--- src/rtl/blink_mmu.sv ---
// Blink MMU: COM/segment registers, CPU-to-physical translation, chip-select decode
// and per-device wait-state generation for the Z88 core.
module blink_mmu #(
  parameter int unsigned NSEG       = 4,
  parameter int unsigned BANK_W     = 8,
  parameter bit          SEG0_SPLIT = 1'b1,
  parameter int unsigned RAMS_BANK  = 32'h20,
  parameter logic [7:0]  COM_ADDR   = 8'hB0,
  parameter logic [7:0]  SR_BASE    = 8'hD0,
  parameter int unsigned WS_ROM     = 1,
  parameter int unsigned WS_RAM     = 0,
  parameter int unsigned WS_SLOT    = 2,
  localparam int unsigned SEG_W     = $clog2(NSEG),
  localparam int unsigned SEG_AW    = 16 - SEG_W,
  localparam int unsigned PA_W      = BANK_W + SEG_AW
) (
  input  logic            clk,
  input  logic            reset_n,
  input  logic [15:0]     cpu_a,
  input  logic [7:0]      cpu_do,
  input  logic            mreq_n,
  input  logic            iorq_n,
  input  logic            rd_n,
  input  logic            wr_n,
  input  logic            m1_n,
  output logic [PA_W-1:0] pa,
  output logic [4:0]      cs_n,
  output logic            oe_n,
  output logic            we_n,
  output logic            wait_n,
  output logic            io_hit,
  output logic [7:0]      io_do,
  output logic [7:0]      com_o
);

  typedef enum logic [1:0] {StIdle, StWait, StHold} state_e;

  logic [7:0]        com_q;
  logic [BANK_W-1:0] sr_q [NSEG];
  logic              iorq_wr_q;
  logic              mreq_q;
  state_e            state_q;
  logic [3:0]        cnt_q;
  logic              wait_n_q;

  logic [SEG_W-1:0]  seg;
  logic [SEG_AW-1:0] off;
  logic [BANK_W-1:0] bank;
  logic [2:0]        top3;
  logic [4:0]        dev_sel;
  logic [3:0]        ws;

  assign seg  = cpu_a[15 -: SEG_W];
  assign off  = cpu_a[SEG_AW-1:0];
  assign top3 = bank[BANK_W-1 -: 3];

  always_comb begin
    bank = sr_q[seg];
    // Lower half of segment 0 is hard-wired to bank 0 or the RAMS bank.
    if (SEG0_SPLIT && (seg == '0) && !off[SEG_AW-1]) begin
      bank = com_q[2] ? BANK_W'(RAMS_BANK) : '0;
    end
  end

  assign pa = {bank, off};

  always_comb begin
    dev_sel = 5'b00000;
    if (top3 == 3'b000)      dev_sel = 5'b00001;
    else if (top3 == 3'b001) dev_sel = 5'b00010;
    else begin
      case (top3[2:1])
        2'b01:   dev_sel = 5'b00100;
        2'b10:   dev_sel = 5'b01000;
        default: dev_sel = 5'b10000;
      endcase
    end
  end

  always_comb begin
    ws = 4'(WS_SLOT);
    unique case (1'b1)
      dev_sel[0]: ws = 4'(WS_ROM);
      dev_sel[1]: ws = 4'(WS_RAM);
      default:    ws = 4'(WS_SLOT);
    endcase
  end

  assign cs_n = mreq_n ? 5'b11111 : ~dev_sel;
  assign oe_n = mreq_n | rd_n;
  assign we_n = mreq_n | wr_n;

  // IO port decode; a concurrent memory request always wins over IO.
  logic             io_rd;
  logic             io_wr;
  logic             com_sel;
  logic             sr_sel;
  logic [7:0]       sr_off;
  logic [SEG_W-1:0] sr_idx;
  logic [BANK_W-1:0] sr_wdata;

  assign io_rd    = !iorq_n && !rd_n && m1_n && mreq_n;
  assign io_wr    = !iorq_n && !wr_n && m1_n && mreq_n;
  assign com_sel  = (cpu_a[7:0] == COM_ADDR);
  assign sr_off   = cpu_a[7:0] - SR_BASE;
  assign sr_sel   = !com_sel && (sr_off < 8'(NSEG));
  assign sr_idx   = sr_off[SEG_W-1:0];
  // Bank bits above 8 come from the upper address byte (B register of OUT (C),r).
  assign sr_wdata = BANK_W'({cpu_a[15:8], cpu_do});

  assign io_hit = io_rd && (com_sel || sr_sel);

  always_comb begin
    io_do = 8'h00;
    if (io_hit) io_do = com_sel ? com_q : 8'(sr_q[sr_idx]);
  end

  assign com_o = com_q;

  always_ff @(posedge clk) begin
    if (!reset_n) begin
      iorq_wr_q <= 1'b0;
      com_q     <= 8'h00;
      for (int i = 0; i < NSEG; i++) sr_q[i] <= '0;
    end else begin
      iorq_wr_q <= io_wr;
      if (io_wr && !iorq_wr_q) begin
        if (com_sel)     com_q        <= cpu_do;
        else if (sr_sel) sr_q[sr_idx] <= sr_wdata;
      end
    end
  end

  // Wait-state FSM; N is captured into cnt_q when the access starts.
  always_ff @(posedge clk) begin
    if (!reset_n) begin
      state_q  <= StIdle;
      cnt_q    <= 4'd0;
      wait_n_q <= 1'b1;
      mreq_q   <= 1'b1;
    end else begin
      mreq_q <= mreq_n;
      case (state_q)
        StIdle: begin
          if (!mreq_n && mreq_q) begin
            if (ws != 4'd0) begin
              state_q  <= StWait;
              cnt_q    <= ws - 4'd1;
              wait_n_q <= 1'b0;
            end else begin
              state_q <= StHold;
            end
          end
        end
        StWait: begin
          if (mreq_n) begin
            state_q  <= StIdle;
            wait_n_q <= 1'b1;
          end else if (cnt_q != 4'd0) begin
            cnt_q <= cnt_q - 4'd1;
          end else begin
            wait_n_q <= 1'b1;
            state_q  <= StHold;
          end
        end
        StHold: begin
          if (mreq_n) state_q <= StIdle;
        end
        default: state_q <= StIdle;
      endcase
    end
  end

  assign wait_n = wait_n_q;

endmodule

--- config.mk ---
export PLATFORM = sky130hd
export DESIGN_NAME = blink_mmu
export DESIGN_NICKNAME = d
export VERILOG_FILES = /design/src/rtl/blink_mmu.sv
export SDC_FILE = /design/constraint.sdc
export NUM_CORES = 1
export LEC_CHECK = 0
export BUFFER_PORTS_ARGS = -buffer_cell sky130_fd_sc_hd__buf_2
export CAP_MARGIN = 0
export CORE_UTILIZATION = 45
export CTS_CLUSTER_DIAMETER = 80
export DETAILED_ROUTE_END_ITERATION = 12
export PLACE_DENSITY = 0.73
export SETUP_SLACK_MARGIN = 0.02
export SYNTH_ARGS = -nofsm -noshare
export SYNTH_HDL_FRONTEND = slang
export SYNTH_SLANG_ARGS = --single-unit
--- constraint.sdc ---
create_clock -name clk -period 2.24 [get_ports clk]
set_input_delay 0.224 -clock clk [delete_from_list [all_inputs] [get_ports clk]]
set_output_delay 0.224 -clock clk [all_outputs]
set_load 0.01 [all_outputs]
==> impl_table.tex <==
\begin{tabular}{lr}
\hline
Metric & Value \\
\hline
\multicolumn{2}{l}{\textbf{GRT}} \\
GRT Resource Usage Total & 21.6\% \\
Pin count of the biggest net entering global routing & 17 \\
Global-route wire length before repair & 10,500 um \\
Via count of the first global-routing pass & 2,114 \\
GRT overflow & 0 \\
Antenna violations before repair & 0 \\
\multicolumn{2}{l}{\textbf{Worst setup path}} \\
Flop2flop setup slack & 50 ps \\
Data required, critical path & 2490 ps \\
Critical setup path kind & reg2reg \\
CP max FO & 3 \\
Launching element type of the critical path & flip-flop \\
Crit end category & flip-flop \\
Data arrival time of the critical path & 2440 ps \\
\multicolumn{2}{l}{\textbf{Floorplan}} \\
Ports placed on the boundary & 78 \\
Effective utilization at floorplan & 47.6\% \\
Floorplan die width & 81.8 um \\
Standard-cell row count & 28 \\
Height of the die & 81.8 um \\
Full die area & 6700 sq um \\
Placeable core region & 6030 sq um \\
\multicolumn{2}{l}{\textbf{CTS}} \\
H-tree depth reported by CTS & 2 \\
Cell chosen for the clock root & sky130\_fd\_sc\_hd\_\_clkbuf\_8 \\
\# hold bufs at CTS & 0 \\
TritonCTS clock tree & done \\
Clk\_lat worst skew & 300 ps \\
Clock buffer count from CTS & 5 \\
Clock slew seen by the registers of the worst setup and hold paths & 90 ps \\
Clock sink count & 49 \\
Maximum root-to-sink buffer count & 2 \\
\multicolumn{2}{l}{\textbf{Synthesis}} \\
Async S/R FF share, synth & 0\% \\
Post-synthesis instance total & 251 \\
Cell area after synthesis & 2870 sq um \\
Number of synthesized flops with an enable pin & 32 \\
Syn\_nets & 283 \\
Cell type with the largest total area after synthesis & sky130\_fd\_sc\_hd\_\_edfxtp\_1 \\
Part of the Yosys area used for sequential elements & 45.4\% \\
Total number of yosys warnings & 0 \\
Mean Syn Cell Area & 11.4 sq um \\
Number of library cell types mapped by synthesis & 44 \\
Share of the synthesized area in the top cell type & 33.5\% \\
Flop and latch count out of synthesis & 49 \\
Ys flop type & sky130\_fd\_sc\_hd\_\_edfxtp\_1 \\
Main area contributors after synthesis & sky130\_fd\_sc\_hd\_\_edfxtp\_1, sky130\_fd\_sc\_hd\_\_dfxtp\_1, sky130\_fd\_sc\_hd\_\_mux4\_2, sky130\_fd\_sc\_hd\_\_mux2i\_1, sky130\_fd\_sc\_hd\_\_and2\_1 \\
\multicolumn{2}{l}{\textbf{Power and ir drop}} \\
Cell leakage power & 1.50 nW \\
Final Total Pwr & 1.85 mW \\
Pwr/cell area & 540 nW/um\^{}2 \\
Worst-case vdd ir drop & 0.305 mV \\
\multicolumn{2}{l}{\textbf{Layout}} \\
Post-synthesis to final-layout area growth & 19.5\% \\
Fraction of layout instances using a drive strength above 1 & 40.0\% \\
Final Instance Count excl. Fillers & 400 \\
Inserted Diodes & 0 \\
Post-Layout Inst Area & 3430 sq um \\
Net count reported at finish & 356 \\
\multicolumn{2}{l}{\textbf{Status}} \\
Result of the run & finished clean \\
\multicolumn{2}{l}{\textbf{Timing}} \\
Slew at the pin closest to its max-slew limit & 507 ps \\
Fmax & 457 MHz \\
Fin worst setup slack & 49.7 ps \\
Period utilisation layout & 97.8\% \\
Worst clock skew & 4.72 ps \\
Period minus WS final & 2190 ps \\
Final-report setup violation count & 0 \\
Worst relative slew slack & 66.2\% \\
Number of endpoints with negative hold slack in the final report & 0 \\
Post-Route Setup TNS & 0 ps \\
Setup repair after global routing missed its margin & yes \\
Max Slew Vio Count & 0 \\
\multicolumn{2}{l}{\textbf{Placed design}} \\
Dpl cell area & 3300 sq um \\
Number of cells after detailed placement & 390 \\
Place WS & 77.4 ps \\
Estimated wirelength of the detail-placed design & 4820 um \\
Count of input and output buffers & 67 \\
GPL Wtd Cong & 0.824 \\
\multicolumn{2}{l}{\textbf{Detailed routing}} \\
Detailed-route wire length & 6780 um \\
Post-detailed-route count of antenna-violating nets & 0 \\
DR vias & 2,215 \\
Residual DRC & 0 \\
Detailed Routing Iterations Pass 1 & 4 \\
Average wire length per cell after detail routing & 16.9 um \\
Number of design-rule violations left by the first detailed-router iteration & 119 \\
Post-DR vias/cell & 5.54 \\
\multicolumn{2}{l}{\textbf{Worst hold path}} \\
Tightest Hold Check Type & in2reg \\
\multicolumn{2}{l}{\textbf{Run}} \\
Max-cap violations & 0 \\
\hline
\end{tabular}
==> report_power, final <==
part | switching, mW | leakage, nW | internal (mW)
clock network | 0.298 | 0.0456 | 0.223
registers | 0.0249 | 0.482 | 0.985
logic | 0.169 | 0.975 | 0.151
==> worst paths after layout <==
path / startpoint / endpoint / depth (start not counted)
hold / removal: wr_n / iorq_wr_q / 2
setup / recovery: sr_q[3][6] / cnt_q[2] / 8
setup reg to reg: sr_q[3][6] / cnt_q[2] / 8
hold reg to reg: wait_n / wait_n / 1
==> flip-flops by register name (all words and copies together), names as in the netlist <==
signal,flops
sr_q,32
com_o,8
cnt_q,4
state_q,2
iorq_wr_q,1
mreq_q,1
wait_n,1
==> what timing repair did <==
| item | CTS | global route |
|---|---|---|
| endpoints found under the setup margin | 0 | 2 |
| resized for setup | 0 | 5 |
| buffers inserted | 0 | 2 |
==> through the flow <==
step	util, %	hold slack [ps]
final	56.9	155
after global routing	56.9	149
after CTS	56.2	147
after detailed placement	54.8	438
after global placement	54.8	435
after floorplan	-	303
==> synthesized netlist by cell type (2+ instances only) <==
cell and count:
sky130_fd_sc_hd__edfxtp_1 32, sky130_fd_sc_hd__nand3b_1 5, sky130_fd_sc_hd__nor4_1 2, sky130_fd_sc_hd__a21o_1 2
sky130_fd_sc_hd__nor2_1 22, sky130_fd_sc_hd__o31ai_1 2, sky130_fd_sc_hd__nor3b_1 2, sky130_fd_sc_hd__mux2i_1 22
sky130_fd_sc_hd__buf_2 3, sky130_fd_sc_hd__and3_1 8, sky130_fd_sc_hd__nor3_4 2, sky130_fd_sc_hd__a221oi_1 6
sky130_fd_sc_hd__nor3_1 4, sky130_fd_sc_hd__mux4_2 11, sky130_fd_sc_hd__nand2_1 5, sky130_fd_sc_hd__nor2_4 2
sky130_fd_sc_hd__nor2b_1 5, sky130_fd_sc_hd__dfxtp_1 17, sky130_fd_sc_hd__clkbuf_1 5, sky130_fd_sc_hd__and2_1 24
sky130_fd_sc_hd__nor4b_1 2, sky130_fd_sc_hd__or2_2 5, sky130_fd_sc_hd__buf_6 3, sky130_fd_sc_hd__buf_4 15
sky130_fd_sc_hd__a21oi_1 10, sky130_fd_sc_hd__inv_1 6, sky130_fd_sc_hd__o21ai_0 5, sky130_fd_sc_hd__nand3_1 4
sky130_fd_sc_hd__nand2b_1 5
==> routing by layer <==
layer	wire length [um]	part of all wire [%]	track usage (%)	up-vias
met5	0	0	0	-
met4	55	0.81	5.79	0
met3	399	5.9	4.22	4
met2	3330	49	34.0	71
met1	3000	44	30.3	1073
li1	-	-	-	1067
==> cell usage in the layout, fill, tap and decap left out, types with 6 or more instances in the layout <==
master and n:
sky130_fd_sc_hd__mux4_2 11, sky130_fd_sc_hd__and3_1 8, sky130_fd_sc_hd__buf_2 67, sky130_fd_sc_hd__a221oi_1 6
sky130_fd_sc_hd__buf_4 26, sky130_fd_sc_hd__a21oi_1 9, sky130_fd_sc_hd__dfxtp_1 17, sky130_fd_sc_hd__inv_1 6
sky130_fd_sc_hd__nor2_1 21, sky130_fd_sc_hd__mux2i_1 22, sky130_fd_sc_hd__edfxtp_1 32, sky130_fd_sc_hd__and2_1 24
==> area by class of cell <==
cell class	instances	area, sq um
clock buffers	6	72.6
clock inverters	2	13.8
fillers	553	2600
inverters	6	22.5
multi-input cells	169	1390
flip-flops and latches	49	1300
well taps	75	93.8
repair buffers	93	531
==> kinds of logic (layout without fill, tap and decap cells) <==
family / after synthesis / count (layout) / share of synthesized area (%)
compound gates: 31 / 31 / 8.07
fa+ha+maj: 1 / 1 / 0.436
buf+inv: 33 / 107 / 7.20
flops: 49 / 49 / 45.4
mux: 34 / 34 / 16.7
simple gates: 103 / 103 / 22.2
==> worst max-delay path, stage by stage (launching register included) <==
cell	delay, ps
sky130_fd_sc_hd__edfxtp_1	420
sky130_fd_sc_hd__mux4_2	520
sky130_fd_sc_hd__nor2_2	130
sky130_fd_sc_hd__a21oi_1	80
sky130_fd_sc_hd__mux2_2	300
sky130_fd_sc_hd__ha_1	230
sky130_fd_sc_hd__nand4_1	100
sky130_fd_sc_hd__nor3b_2	180
sky130_fd_sc_hd__o311a_1	180
Power figures use the tool's default switching activity.
